$ cat src/rtl/clk_div_pkg.sv
// Shared constants, reset-divisor helper and per-channel status record for clk_div_multi.
package clk_div_pkg;

  localparam int unsigned DIV_MIN = 2;

  // Registered per-channel status presented on the outputs
  typedef struct packed {
    logic pend;
    logic clk_div;
    logic tick;
  } ch_stat_t;

  function automatic int unsigned div_from_freq(input int unsigned fpga_clk,
                                                input int unsigned target);
    int unsigned d;
    d = (target == 0) ? DIV_MIN : fpga_clk / target;
    return (d < DIV_MIN) ? DIV_MIN : d;
  endfunction

endpackage

$ cat src/rtl/clk_div_ch.sv
// One divider channel: period counter, active/pending divisor, registered clk_div/tick/pend.
// Latency: outputs registered, 1 cycle; no backpressure. Optional sync input under CLK_DIV_MULTI_SYNC_EN.
module clk_div_ch
  import clk_div_pkg::*;
#(
  parameter int               CNT_W   = 32,
  parameter logic [CNT_W-1:0] DIV_RST = 2
) (
  input  logic             clk,
  input  logic             rst,
  input  logic             en,
`ifdef CLK_DIV_MULTI_SYNC_EN
  input  logic             sync,
`endif
  input  logic             wr,
  input  logic [CNT_W-1:0] wr_div,
  output logic             clk_div,
  output logic             tick,
  output logic             pend
);

  logic [CNT_W-1:0] cnt;
  logic [CNT_W-1:0] div;
  logic [CNT_W-1:0] pdiv;
  logic [CNT_W-1:0] wr_clamped;
  logic [CNT_W-1:0] cnt_inc;
  logic             at_end;
  logic             do_sync;
  ch_stat_t         st;

  assign wr_clamped = (wr_div < CNT_W'(DIV_MIN)) ? CNT_W'(DIV_MIN) : wr_div;
  assign cnt_inc    = cnt + CNT_W'(1);
  assign at_end     = (cnt == div - CNT_W'(1));

`ifdef CLK_DIV_MULTI_SYNC_EN
  assign do_sync = sync;
`else
  assign do_sync = 1'b0;
`endif

  // Outputs are computed from the next count so they line up with cnt itself.
  always_ff @(posedge clk) begin
    if (rst) begin
      cnt  <= '0;
      div  <= DIV_RST;
      pdiv <= DIV_RST;
      st   <= '0;
    end else if (!en) begin
      cnt        <= '0;
      st.clk_div <= 1'b0;
      st.tick    <= 1'b0;
      if (wr) begin
        pdiv    <= wr_clamped;
        st.pend <= 1'b1;
      end else if (st.pend) begin
        div     <= pdiv;
        st.pend <= 1'b0;
      end
    end else if (do_sync) begin
      cnt        <= '0;
      st.clk_div <= 1'b0;
      st.tick    <= 1'b0;
      if (st.pend)
        div <= pdiv;
      // A write colliding with sync is kept for the following boundary
      if (wr) begin
        pdiv    <= wr_clamped;
        st.pend <= 1'b1;
      end else begin
        st.pend <= 1'b0;
      end
    end else if (at_end) begin
      cnt        <= '0;
      st.clk_div <= 1'b0;
      st.tick    <= 1'b0;
      div        <= wr ? wr_clamped : (st.pend ? pdiv : div);
      st.pend    <= 1'b0;
    end else begin
      cnt        <= cnt_inc;
      st.clk_div <= (cnt_inc >= (div >> 1));
      st.tick    <= (cnt_inc == div - CNT_W'(1));
      if (wr) begin
        pdiv    <= wr_clamped;
        st.pend <= 1'b1;
      end
    end
  end

  assign clk_div = st.clk_div;
  assign tick    = st.tick;
  assign pend    = st.pend;

endmodule

$ cat src/rtl/clk_div_multi.sv
// NUM_CH independent runtime-programmable clock dividers; top does write decode and channel range check.
// Latency: all outputs registered; no backpressure. Optional sync port under CLK_DIV_MULTI_SYNC_EN.
module clk_div_multi
  import clk_div_pkg::*;
#(
  parameter int          NUM_CH      = 4,
  parameter int          CNT_W       = 32,
  parameter int unsigned FPGA_CLK    = 50_000_000,
  parameter int unsigned TARGET_FREQ = 25_000_000,
  localparam int         WR_W        = (NUM_CH > 1) ? $clog2(NUM_CH) : 1
) (
  input  logic              clk,
  input  logic              rst,
  input  logic [NUM_CH-1:0] en,
`ifdef CLK_DIV_MULTI_SYNC_EN
  input  logic              sync,
`endif
  input  logic              wr_en,
  input  logic [WR_W-1:0]   wr_ch,
  input  logic [CNT_W-1:0]  wr_div,
  output logic [NUM_CH-1:0] clk_div,
  output logic [NUM_CH-1:0] tick,
  output logic [NUM_CH-1:0] pend
);

  localparam logic [CNT_W-1:0] DIV_RST = CNT_W'(div_from_freq(FPGA_CLK, TARGET_FREQ));

  logic              wr_ok;
  logic [NUM_CH-1:0] wr_sel;

  assign wr_ok = wr_en && (int'(wr_ch) < NUM_CH);

  for (genvar i = 0; i < NUM_CH; i++) begin : g_ch
    assign wr_sel[i] = wr_ok && (int'(wr_ch) == i);

    clk_div_ch #(
      .CNT_W   (CNT_W),
      .DIV_RST (DIV_RST)
    ) u_ch (
      .clk     (clk),
      .rst     (rst),
      .en      (en[i]),
`ifdef CLK_DIV_MULTI_SYNC_EN
      .sync    (sync),
`endif
      .wr      (wr_sel[i]),
      .wr_div  (wr_div),
      .clk_div (clk_div[i]),
      .tick    (tick[i]),
      .pend    (pend[i])
    );
  end

endmodule

$ cat config.mk
export PLATFORM = sky130hd
export DESIGN_NAME = clk_div_multi
export DESIGN_NICKNAME = d
export VERILOG_FILES = /design/src/rtl/clk_div_pkg.sv /design/src/rtl/clk_div_ch.sv /design/src/rtl/clk_div_multi.sv
export SDC_FILE = /design/constraint.sdc
export NUM_CORES = 1
export LEC_CHECK = 0
export ABC_AREA = 1
export CORE_ASPECT_RATIO = 1.5
export CORE_MARGIN = 2
export CORE_UTILIZATION = 35
export DETAILED_ROUTE_END_ITERATION = 7
export GPL_TIMING_DRIVEN = 0
export PLACE_DENSITY = 0.5
export SLEW_MARGIN = 20
export SYNTH_ARGS = -nofsm -noshare
export SYNTH_HDL_FRONTEND = slang
export SYNTH_SLANG_ARGS = --single-unit
export TNS_END_PERCENT = 5
$ cat constraint.sdc
create_clock -name clk -period 4.3 [get_ports clk]
set_input_delay 0.86 -clock clk [delete_from_list [all_inputs] [get_ports clk]]
set_output_delay 0.86 -clock clk [all_outputs]
set_load 0.01 [all_outputs]
==> reports/results.tsv, run 1 <==
stage	metric	value	unit
outcome	status	finished clean	
global_route	antenna_found_initial	2	
sta	period_minus_slack	3.99	ns
critical_path	crit_cells	21	
placement	gp_congestion	0.931	
detailed_routing	first_iter_violations	2146	
floorplanning	core.rowCount	133	
power_and_ir_drop	power_leakage	16.0	nW
floorplanning	fp.dieW	246	um
critical_path	crit_path_cell_trace	ha_1 -> nand3_1 -> nor2_1 -> nand2_1 -> nor2_1 -> nand2_1 -> nor2_2 -> nand3_1 -> inv_1 -> nand2_1 -> nand2_1 -> inv_1 -> ha_1 -> a21oi_1 -> nor2_1 -> a211oi_1 -> nor2_1 -> nor2_1 -> nand3_1 -> nor2_1 -> nor2_1	
global_route	grt_pass1_wl	179000	um
sta	relSlewSlack	34.5	%
critical_path	path_delay_family	simple AND/OR/NAND/NOR gates	
sta	rsz0062_at_grt	no	
synth	ys_warn_count	0	
detailed_routing	dr.pass1.iters	5	
critical_path	path_buf_inv	2	
global_route	grt_overflow	0	
power_and_ir_drop	pwr-share-clk	39.9	%
sta	worst_pin_slew	0.975	ns
clocking	cts_buffer_depth	3	
critical_path	critPathMaxStageDelay	0.45	ns
synth	syn_area_per_cell	5.93	um2
power_and_ir_drop	seqPwrFrac	38.8	%
placement	numPortBuffers	50	
synth	synth.cell_area	0.0307	mm2
clocking	cts_buffers	45	
critical_path	required	4.79	ns
clocking	cts.clk_slew.worst_paths	0.06	ns
layout	instances_no_fill	6452	
clocking	htreeDepth	2	
global_route	grt_pass1_vias	31474	
sta	setup_viol	0	
sta	hold_viol_final	0	
critical_path	rrSetupSlack	0.31	ns
detailed_routing	wl_met2	59500	um
power_and_ir_drop	switching_share	32.8	%
layout	fin_util	39.2	%
critical_path	critPathArrivalTime	4.48	ns
critical_path	cpMaxStageDelayCell	dfxtp_1	
layout	drive_above_1_share	4.43	%
floorplanning	start_util	35.2	%
hold_path	whs_path_depth	2	
critical_path	start_kind	flip-flop	
detailed_routing	dr_wl_met3	4840	um
sta	worst_hold_slack	0.459	ns
synth	synth.net_count	5349	
detailed_routing	drc_errors	0	
critical_path	crit_fanout	5	
layout	layout.cells.most_common_list	nand2_1, nor2_1, inv_1, nand3_1, dfxtp_1	
critical_path	cp-endpoint	g_ch[1].u_ch.clk_div$_SDFF_PP0_	
synth	synth-async-reset-ratio	0	%
layout	final_nets	5447	
detailed_routing	wl_per_cell	18.2	um
critical_path	reg2reg_depth	21	
sta	drv_slew	0	
clocking	post-cts-setup-buffers	0	
critical_path	rr_startpoint	g_ch[1].u_ch.cnt[0]$_SDFF_PP0_	
synth	ys_ff_latch	396	
power_and_ir_drop	ir_worst_vdd	0.284	mV
critical_path	cp_common_cell	nor2_1	
power_and_ir_drop	power_density	302	mW/mm2
critical_path	cp-startpoint	g_ch[1].u_ch.cnt[0]$_SDFF_PP0_	
synth	ys.flop_type	dfxtp_1	
global_route	grt_usage	25.8	%
power_and_ir_drop	p_switching	0.00338	W
synth	yosysSeqAreaShare	25.8	%
detailed_routing	top_layer	met4	
synth	syn-instance-count	5176	
sta	fin_tns_setup	0	ns
layout	final_common_cell	nand2_1	
floorplanning	ios	53	
sta	fin_crit_sh	92.7	%
global_route	grt_max_degree	13	
floorplanning	die_y	367	um
floorplanning	die-area	0.0901	mm2
synth	synth.distinct_cells	47	
detailed_routing	avgViaCountPerCell	5.00	
layout	area_delta_synth_final	11.3	%
clocking	clk_latency	0.62	ns
placement	dp_cells	6374	
power_and_ir_drop	p_int	0.00694	W
detailed_routing	wl_met1	46200	um
clocking	cts_tree	built	
detailed_routing	ant_nets	0	
detailed_routing	vias	32279	
critical_path	r2r_end	g_ch[1].u_ch.clk_div$_SDFF_PP0_	
detailed_routing	drt-total-wl	118000	um
critical_path	end_kind	flip-flop	
synth	synth_edf_count	0	
flow_run	cap_violations	0	
sta	clock-skew-final	0.0317	ns
placement	hpwl	96500	um
sta	clock.fmax	251	MHz
power_and_ir_drop	power.share.combinational	21.3	%
critical_path	path_class	reg2reg	
hold_path	hold_class	reg2reg	
clocking	cts.sinks	396	
floorplanning	design.core.area	0.0872	mm2
clocking	cts_root_buf	clkbuf_16	
[metal layers]
metal | GRT usage, % | vias up
met3 | 3.07 | 262
met5 | 0 | -
met1 | 28.7 | 14646
met4 | 13.5 | 0
met2 | 47.3 | 743
li1 | - | 16628
[power groups by stage]
stage,clock (W),sequential [W],combinational (W)
4_1_cts,0.00424,0.00400,0.00220
3_3_place_gp,0,0.00408,0.00217
6_report,0.00412,0.00400,0.00220
2_1_floorplan,0,0.00402,0.00156
5_1_grt,0.00435,0.00402,0.00249
3_5_place_dp,0,0.00409,0.00219
[worst min path at each step]
| stage | slack [ns] | end | from |
|---|---|---|---|
| 2_1_floorplan | 0.43 | g_ch[2].u_ch.pdiv[1]$_SDFFE_PP1P_ | g_ch[2].u_ch.pdiv[1]$_SDFFE_PP1P_ |
| 3_3_place_gp | 0.44 | g_ch[1].u_ch.pdiv[1]$_SDFFE_PP1P_ | g_ch[1].u_ch.pdiv[1]$_SDFFE_PP1P_ |
| 3_5_place_dp | 0.44 | g_ch[0].u_ch.pdiv[1]$_SDFFE_PP1P_ | g_ch[0].u_ch.pdiv[1]$_SDFFE_PP1P_ |
| 4_1_cts | 0.46 | g_ch[0].u_ch.pdiv[24]$_SDFFE_PP0P_ | g_ch[0].u_ch.pdiv[24]$_SDFFE_PP0P_ |
| 5_1_grt | 0.49 | g_ch[0].u_ch.pdiv[6]$_SDFFE_PP0P_ | g_ch[0].u_ch.pdiv[6]$_SDFFE_PP0P_ |
| 6_report | 0.46 | g_ch[2].u_ch.pdiv[1]$_SDFFE_PP1P_ | g_ch[2].u_ch.pdiv[1]$_SDFFE_PP1P_ |
[timing repair]
item	4_1_cts	5_1_grt
hold buffers	0	0
resized for setup	0	3
setup endpoints to repair	0	2
[stage by stage]
stage	setup WS, ns	instance area (um2)	total power [W]
2_1_floorplan	1.43	30700	0.00558
3_3_place_gp	0.0165	32600	0.00626
3_5_place_dp	0.210	32600	0.00627
4_1_cts	0.173	34100	0.0104
5_1_grt	0.0229	34200	0.0109
6_report	0.314	34200	0.0103
[kinds of logic (layout without fill, tap and decap cells)]
| kind of cell | count (synthesis) | count (layout) | share of synthesized area, % |
|---|---|---|---|
| adders and majority gates | 132 | 132 | 5.38 |
| xor gates and xnor gates | 248 | 248 | 7.13 |
| DFF | 396 | 396 | 25.8 |
| other | 0 | 1 | 0 |
| AOI/OAI and AO/OA | 513 | 513 | 9.40 |
| and+or+nand+nor | 3130 | 3130 | 42.3 |
| buffers and inverters | 757 | 885 | 9.90 |
[Yosys cell counts, drive strengths merged, types with 11 or more instances]
cell type  count  share of area [%]
nand3b        14               0.34
nor3          72                1.2
o211ai        69                1.7
a211oi        11               0.27
o21bai        19               0.46
xor2         176                5.0
nor4          11               0.22
o21ai        244                4.0
buf          109                2.0
nand4         57                1.2
xnor2         71                2.0
a21oi        145                2.4
nand3        492                8.1
inv          557                6.8
nor2        1020                 13
ha           132                5.4
dfxtp        396                 26
or2           22               0.45
nand2       1437                 18
clkbuf        88                1.1
[final cells by class]
cell class	instances	area [um2]
Fill cell	9907	53000
Multi-Input combinational cell	4023	19700
Sequential cell	396	7930
Inverter	560	2100
Tap cell	1147	1440
Clock buffer	65	1340
Buffer	197	936
Timing Repair Buffer	51	508
Clock inverter	12	164
Antenna cell	1	2.50
[worst min-delay path, stage by stage (launching register included)]
cell	delay (ns)
dfxtp_1	0.33
nand2_1	0.05
nand3_1	0.05
[registers in the layout (all words and copies together), names as in the netlist]
| signal | flops |
|---|---|
| g_ch.u_ch.tick | 4 |
| g_ch.u_ch.cnt | 128 |
| g_ch.u_ch.pdiv | 128 |
| g_ch.u_ch.div | 128 |
| g_ch.u_ch.clk_div | 4 |
| g_ch.u_ch.pend | 4 |
No activity file was read; power rests on OpenSTA's default activity.
==> run 2, diff against run 1 <==
--- a/config.mk
+++ b/config.mk
@@ -9,6 +9,7 @@
 export CORE_ASPECT_RATIO = 1.5
 export CORE_MARGIN = 2
 export CORE_UTILIZATION = 35
+export CTS_BUF_LIST = sky130_fd_sc_hd__clkbuf_4
 export DETAILED_ROUTE_END_ITERATION = 7
 export GPL_TIMING_DRIVEN = 0
 export PLACE_DENSITY = 0.5
==> reports/results.tsv, run 2 (synthesis results as in run 1) <==
stage	metric	value	unit	change
power_and_ir_drop	power.share.combinational	22.9	%	+1.6 points
sta	fin_crit_sh	92.5	%	-0.24 points
power_and_ir_drop	p_int	0.00612	W	-12%
global_route	grt_usage	26.0	%	+0.22 points
clocking	ctsHoldBuffers	0		unchanged
detailed_routing	first_iter_violations	2045		-4.7%
critical_path	crit_fanout	5		unchanged
global_route	grt_overflow	0		unchanged
sta	worst_hold_slack	0.459	ns	-0.000441 ns
layout	final_nets	5508		+1.1%
floorplanning	design.core.area	0.0872	mm2	unchanged
clocking	cts_buffer_depth	3		unchanged
sta	clock-skew-final	0.0544	ns	+0.0227 ns
sta	rsz0062_at_grt	no		
layout	final_common_cell	nand2_1		
detailed_routing	drt-total-wl	118000	um	+0.58%
power_and_ir_drop	power_leakage	16.0	nW	+0.15%
critical_path	path_class	reg2reg		
power_and_ir_drop	power_density	282	mW/mm2	-6.6%
detailed_routing	dr.pass1.iters	8		+3
clocking	cts_root_buf	clkbuf_4		
global_route	grt_pass1_wl	180000	um	+0.56%
power_and_ir_drop	ir_worst_vdd	0.140	mV	-51%
layout	area_delta_synth_final	10.6	%	
critical_path	required	5.18	ns	+0.39 ns
global_route	grt_pass1_vias	31992		+1.6%
hold_path	holdPathEnd	g_ch[2].u_ch.pdiv[1]$_SDFFE_PP1P_		
critical_path	end_kind	flip-flop		
flow_run	cap_violations	0		unchanged
floorplanning	die_y	367	um	unchanged
critical_path	rr_startpoint	g_ch[1].u_ch.cnt[0]$_SDFF_PP0_		
critical_path	start_kind	flip-flop		
layout	instances_no_fill	6570		+1.8%
floorplanning	start_util	35.2	%	unchanged
sta	hold_viol_final	0		unchanged
critical_path	r2r_end	g_ch[1].u_ch.clk_div$_SDFF_PP0_		
sta	period_minus_slack	3.98	ns	-0.0103 ns
detailed_routing	wl_per_cell	18.0	um	-1.2%
detailed_routing	dr_wl_met3	5400	um	+12%
clocking	cts.clk_slew.worst_paths	0.08	ns	+0.02 ns
hold_path	min_from	g_ch[2].u_ch.pdiv[1]$_SDFFE_PP1P_		
floorplanning	fp.dieW	246	um	unchanged
outcome	status	finished clean		
detailed_routing	wl_met1	46000	um	-0.50%
clocking	cts_buffers	106		+140%
sta	drv_slew	0		unchanged
layout	layout.cells.most_common_list	nand2_1, nor2_1, inv_1, nand3_1, dfxtp_1		
placement	gp_congestion	0.931		unchanged
detailed_routing	vias	32666		+1.2%
placement	hpwl	96500	um	unchanged
placement	numPortBuffers	50		unchanged
layout	multiInputGateArea	0.0197	mm2	unchanged
detailed_routing	avgViaCountPerCell	4.97		-0.62%
detailed_routing	ant_nets	0		unchanged
detailed_routing	drc_errors	0		unchanged
floorplanning	core.rowCount	133		unchanged
power_and_ir_drop	pwr-share-clk	35.3	%	-4.6 points
power_and_ir_drop	p_switching	0.00347	W	+2.4%
layout	fillers	10000		+0.94%
global_route	antenna_found_initial	6		+4
placement	dp_cells	6374		unchanged
sta	setup_slack	0.324	ns	+0.0103 ns
power_and_ir_drop	switching_share	36.2	%	+3.4 points
sta	relSlewSlack	33.6	%	-0.84 points
sta	fin_tns_setup	0	ns	unchanged
floorplanning	die-area	0.0901	mm2	unchanged
sta	clock.fmax	252	MHz	+0.26%
placement	pre_cts_ws	0.210	ns	unchanged
critical_path	reg2reg_depth	21		unchanged
critical_path	critPathArrivalTime	4.85	ns	+0.37 ns
hold_path	hold_class	reg2reg		
clocking	clk_latency	1.00	ns	+0.38 ns
layout	reg_top3	g_ch.u_ch.cnt x128, g_ch.u_ch.div x128, g_ch.u_ch.pdiv x128		
sta	worst_pin_slew	0.995	ns	+0.0201 ns
detailed_routing	wl_met2	59800	um	+0.42%
layout	ff_latch_area	0.00793	mm2	unchanged
clocking	cts.sinks	396		unchanged
layout	drive_above_1_share	6.06	%	+1.6 points
sta	setup_viol	0		unchanged
hold_path	whs_path_depth	2		unchanged
floorplanning	ios	53		unchanged
clocking	htreeDepth	3		+1
critical_path	rrSetupSlack	0.32	ns	about the same
clocking	cts_tree	built		
global_route	grt_max_degree	15		+2
power_and_ir_drop	seqPwrFrac	41.8	%	+3.0 points
detailed_routing	top_layer	met5		
run 2: timing repair:
action                                  CTS  global route
gates resized for setup                   0             4
endpoints found under the setup margin    0             3
hold endpoints to repair                  0             0
setup buffers                             0             0
run 2: final cells by class:
cell class	count	share of cell area, %
Antenna cell	7	0.0516
Buffer	197	2.76
Clock buffer	146	3.23
Clock inverter	43	0.546
Inverter	560	6.19
Multi-Input combinational cell	4023	58.1
Sequential cell	396	23.4
Tap cell	1147	4.23
Timing Repair Buffer	51	1.50
run 2: power by group through the flow:
stage | Clock (W) | Sequential [W] | Combinational (W)
2_1_floorplan | 0 | 0.00402 | 0.00156
3_3_place_gp | 0 | 0.00408 | 0.00217
3_5_place_dp | 0 | 0.00409 | 0.00219
4_1_cts | 0.00352 | 0.00400 | 0.00220
5_1_grt | 0.00370 | 0.00402 | 0.00249
6_report | 0.00338 | 0.00400 | 0.00220
run 2: worst max-delay path by stage:
stage	startpoint	endpoint	slack, ns	depth (start not counted)
6_report	g_ch[1].u_ch.cnt[0]$_SDFF_PP0_	g_ch[1].u_ch.clk_div$_SDFF_PP0_	0.32	21
5_1_grt	g_ch[2].u_ch.cnt[0]$_SDFF_PP0_	g_ch[2].u_ch.clk_div$_SDFF_PP0_	0.03	20
4_1_cts	g_ch[2].u_ch.cnt[1]$_SDFF_PP0_	g_ch[2].u_ch.clk_div$_SDFF_PP0_	0.20	19
3_5_place_dp	g_ch[2].u_ch.cnt[1]$_SDFF_PP0_	g_ch[2].u_ch.clk_div$_SDFF_PP0_	0.21	19
3_3_place_gp	wr_ch[1]	g_ch[2].u_ch.div[31]$_SDFFE_PP0P_	0.02	8
2_1_floorplan	g_ch[3].u_ch.cnt[0]$_SDFF_PP0_	g_ch[3].u_ch.clk_div$_SDFF_PP0_	1.43	19
run 2: metrics by stage:
stage | area [um2] | util [%] | power (W)
CTS | 33900 | 38.9 | 0.00972
global placement | 32600 | 37.4 | 0.00626
global route | 33900 | 38.9 | 0.0102
finish | 33900 | 38.9 | 0.00959
detailed placement | 32600 | 37.4 | 0.00627
floorplan | 30700 | - | 0.00558
run 2: critical path, cell delays in order (launching register included):
cell and delay, ns:
dfxtp_1 0.45, ha_1 0.25, nand3_1 0.21, nor2_1 0.27
nand2_1 0.16, nor2_1 0.22, nand2_1 0.20, nor2_2 0.25
nand3_1 0.23, inv_1 0.16, nand2_1 0.06, nand2_1 0.09
inv_1 0.07, ha_1 0.17, a21oi_1 0.12, nor2_1 0.05
a211oi_1 0.17, nor2_1 0.07, nor2_1 0.25, nand3_1 0.12
nor2_1 0.20, nor2_1 0.07
run 2: routing by layer:
layer  vias up  GRT usage [%]
met1     14661           28.4
met3       329           3.83
met4         4           14.2
met2       845           47.6
met5         -              0
li1      16827              -
==> run 3, diff against run 2 <==
--- a/config.mk
+++ b/config.mk
@@ -6,13 +6,16 @@
 export NUM_CORES = 1
 export LEC_CHECK = 0
 export ABC_AREA = 1
+export CAP_MARGIN = 20
 export CORE_ASPECT_RATIO = 1.5
 export CORE_MARGIN = 2
 export CORE_UTILIZATION = 35
 export CTS_BUF_LIST = sky130_fd_sc_hd__clkbuf_4
+export CTS_CLUSTER_SIZE = 20
 export DETAILED_ROUTE_END_ITERATION = 7
 export GPL_TIMING_DRIVEN = 0
 export PLACE_DENSITY = 0.5
+export SKIP_LAST_GASP = 1
 export SLEW_MARGIN = 20
 export SYNTH_ARGS = -nofsm -noshare
 export SYNTH_HDL_FRONTEND = slang
==> reports/results.tsv, run 3 (synthesis results as in run 1) <==
stage	metric	value	unit	change
placement	hpwl	96500	um	unchanged
clocking	cts_root_buf	clkbuf_4		
global_route	antenna_found_initial	6		unchanged
sta	drv_slew	0		unchanged
detailed_routing	ant_nets	0		unchanged
detailed_routing	avgViaCountPerCell	4.97		-0.13%
sta	setup_viol	0		unchanged
layout	reg_top3	g_ch.u_ch.cnt x128, g_ch.u_ch.div x128, g_ch.u_ch.pdiv x128		
floorplanning	core.rowCount	133		unchanged
critical_path	crit_path_cell_trace	ha_1 -> nand3_1 -> nor2_1 -> nand2_1 -> nor2_1 -> nand2_1 -> nor2_2 -> nand3_1 -> inv_1 -> nand2_1 -> nand2_1 -> inv_1 -> ha_1 -> a21oi_1 -> nor2_1 -> a211oi_1 -> nor2_1 -> nor2_1 -> nand3_1 -> nor2_1 -> nor2_1		
critical_path	critPathMaxStageDelay	0.45	ns	about the same
power_and_ir_drop	power_leakage	16.0	nW	about the same
power_and_ir_drop	ir_worst_vdd	0.140	mV	about the same
sta	fin_tns_setup	0	ns	unchanged
critical_path	crit_fanout	5		unchanged
clocking	htreeDepth	3		unchanged
detailed_routing	drc_errors	0		unchanged
global_route	grt_pass1_wl	180000	um	unchanged
critical_path	required	5.17	ns	about the same
flow_run	cap_violations	0		unchanged
placement	numPortBuffers	50		unchanged
detailed_routing	drt-total-wl	118000	um	unchanged
clocking	clk_latency	1.00	ns	about the same
layout	layout.cells.most_common_list	nand2_1, nor2_1, inv_1, nand3_1, dfxtp_1		
detailed_routing	vias	32622		-0.13%
floorplanning	die-area	0.0901	mm2	unchanged
sta	hold_viol_final	0		unchanged
global_route	grt_pass1_vias	31992		unchanged
hold_path	hold_class	reg2reg		
clocking	cts.sinks	396		unchanged
critical_path	critPathArrivalTime	4.85	ns	about the same
detailed_routing	dr.pass1.iters	7		-1
detailed_routing	first_iter_violations	2029		-0.78%
floorplanning	ios	53		unchanged
critical_path	start_kind	flip-flop		
global_route	grt_max_degree	15		unchanged
sta	relSlewSlack	31.6	%	-2.1 points
critical_path	path_class	reg2reg		
critical_path	cpMaxStageDelayCell	dfxtp_1		
global_route	grt_overflow	0		unchanged
layout	final_nets	5508		unchanged
placement	gp_congestion	0.931		unchanged
layout	final_common_cell	nand2_1		
layout	drive_above_1_share	6.06	%	unchanged
layout	area_delta_synth_final	10.6	%	about the same
clocking	cts_tree	built		
floorplanning	fp.dieW	246	um	unchanged
floorplanning	die_y	367	um	unchanged
clocking	cts_buffer_depth	3		unchanged
power_and_ir_drop	power_density	282	mW/mm2	about the same
global_route	grt_usage	26.0	%	unchanged
floorplanning	design.core.area	0.0872	mm2	unchanged
critical_path	end_kind	flip-flop		
layout	fin_util	38.9	%	about the same
floorplanning	start_util	35.2	%	unchanged
clocking	cts.clk_slew.worst_paths	0.08	ns	about the same
detailed_routing	wl_per_cell	18.0	um	unchanged
clocking	cts_buffers	106		unchanged
sta	period_minus_slack	3.98	ns	+0.00413 ns
sta	clock-skew-final	0.0509	ns	-0.00349 ns
critical_path	cp_common_cell	nor2_1		
clocking	ctsHoldBuffers	0		unchanged
sta	worst_pin_slew	1.03	ns	+0.0310 ns
sta	clock.fmax	251	MHz	-0.10%
sta	rsz0062_at_grt	yes		
sta	fin_crit_sh	92.6	%	+0.096 points
outcome	status	finished clean		
## run 3: stage by stage
step / instances / hold WS, ns / power, W / setup slack [ns] / cell area [um2]
detailed placement: 6374 / 0.445 / 0.00627 / 0.210 / 32600
global route: 6569 / 0.486 / 0.0102 / -0.0163 / 33900
floorplan: 5176 / 0.429 / 0.00558 / 1.43 / 30700
global placement: 6373 / 0.445 / 0.00626 / 0.0165 / 32600
CTS: 6563 / 0.416 / 0.00972 / 0.195 / 33900
finish: 6570 / 0.459 / 0.00958 / 0.320 / 33900
## run 3: final cells by class
cell class,instances,area [um2]
inverters,560,2100
well taps,1147,1440
clock inverters,43,185
multi-input cells,4023,19700
clock buffers,146,1100
fillers,10001,53300
repair buffers,51,508
diodes,7,17.5
plain buffers,197,936
flip-flops and latches,396,7930
## run 3: final timing paths
check	slack, ns	startpoint	cells after the start	endpoint
setup / recovery	0.32	g_ch[1].u_ch.cnt[0]$_SDFF_PP0_	21	g_ch[1].u_ch.clk_div$_SDFF_PP0_
hold / removal	0.46	g_ch[2].u_ch.pdiv[1]$_SDFFE_PP1P_	2	g_ch[2].u_ch.pdiv[1]$_SDFFE_PP1P_
setup reg to reg	0.32	g_ch[1].u_ch.cnt[0]$_SDFF_PP0_	21	g_ch[1].u_ch.clk_div$_SDFF_PP0_
hold reg to reg	0.46	g_ch[2].u_ch.pdiv[1]$_SDFFE_PP1P_	2	g_ch[2].u_ch.pdiv[1]$_SDFFE_PP1P_
## run 3: worst max-delay path: cells and delay by family, from the launching register on
kind	cells	cell delay, ns
compound gates	2	0.29
fa+ha+maj	2	0.42
buf+inv	2	0.23
flops	1	0.45
simple gates	15	2.45
## run 3: routing by layer
layer  track usage, %  wire, um  vias up
li1                 -         -    16825
met3             3.83      5620      330
met1             28.4     45800    14636
met4             14.2      7080        4
met5                0        24        -
met2             47.6     59700      827
## run 3: what timing repair did
item | in CTS | in global routing
endpoints found under the setup margin | 0 | 3
resized for setup | 0 | 2
setup buffers | 0 | 0
hold endpoints to repair | 0 | 0
## run 3: power breakdown
| part | leakage (nW) | internal, W | switching [W] |
|---|---|---|---|
| combinational | 12.0 | 0.000729 | 0.00147 |
| sequential | 3.23 | 0.00382 | 0.000183 |
| clock | 0.774 | 0.00157 | 0.00181 |
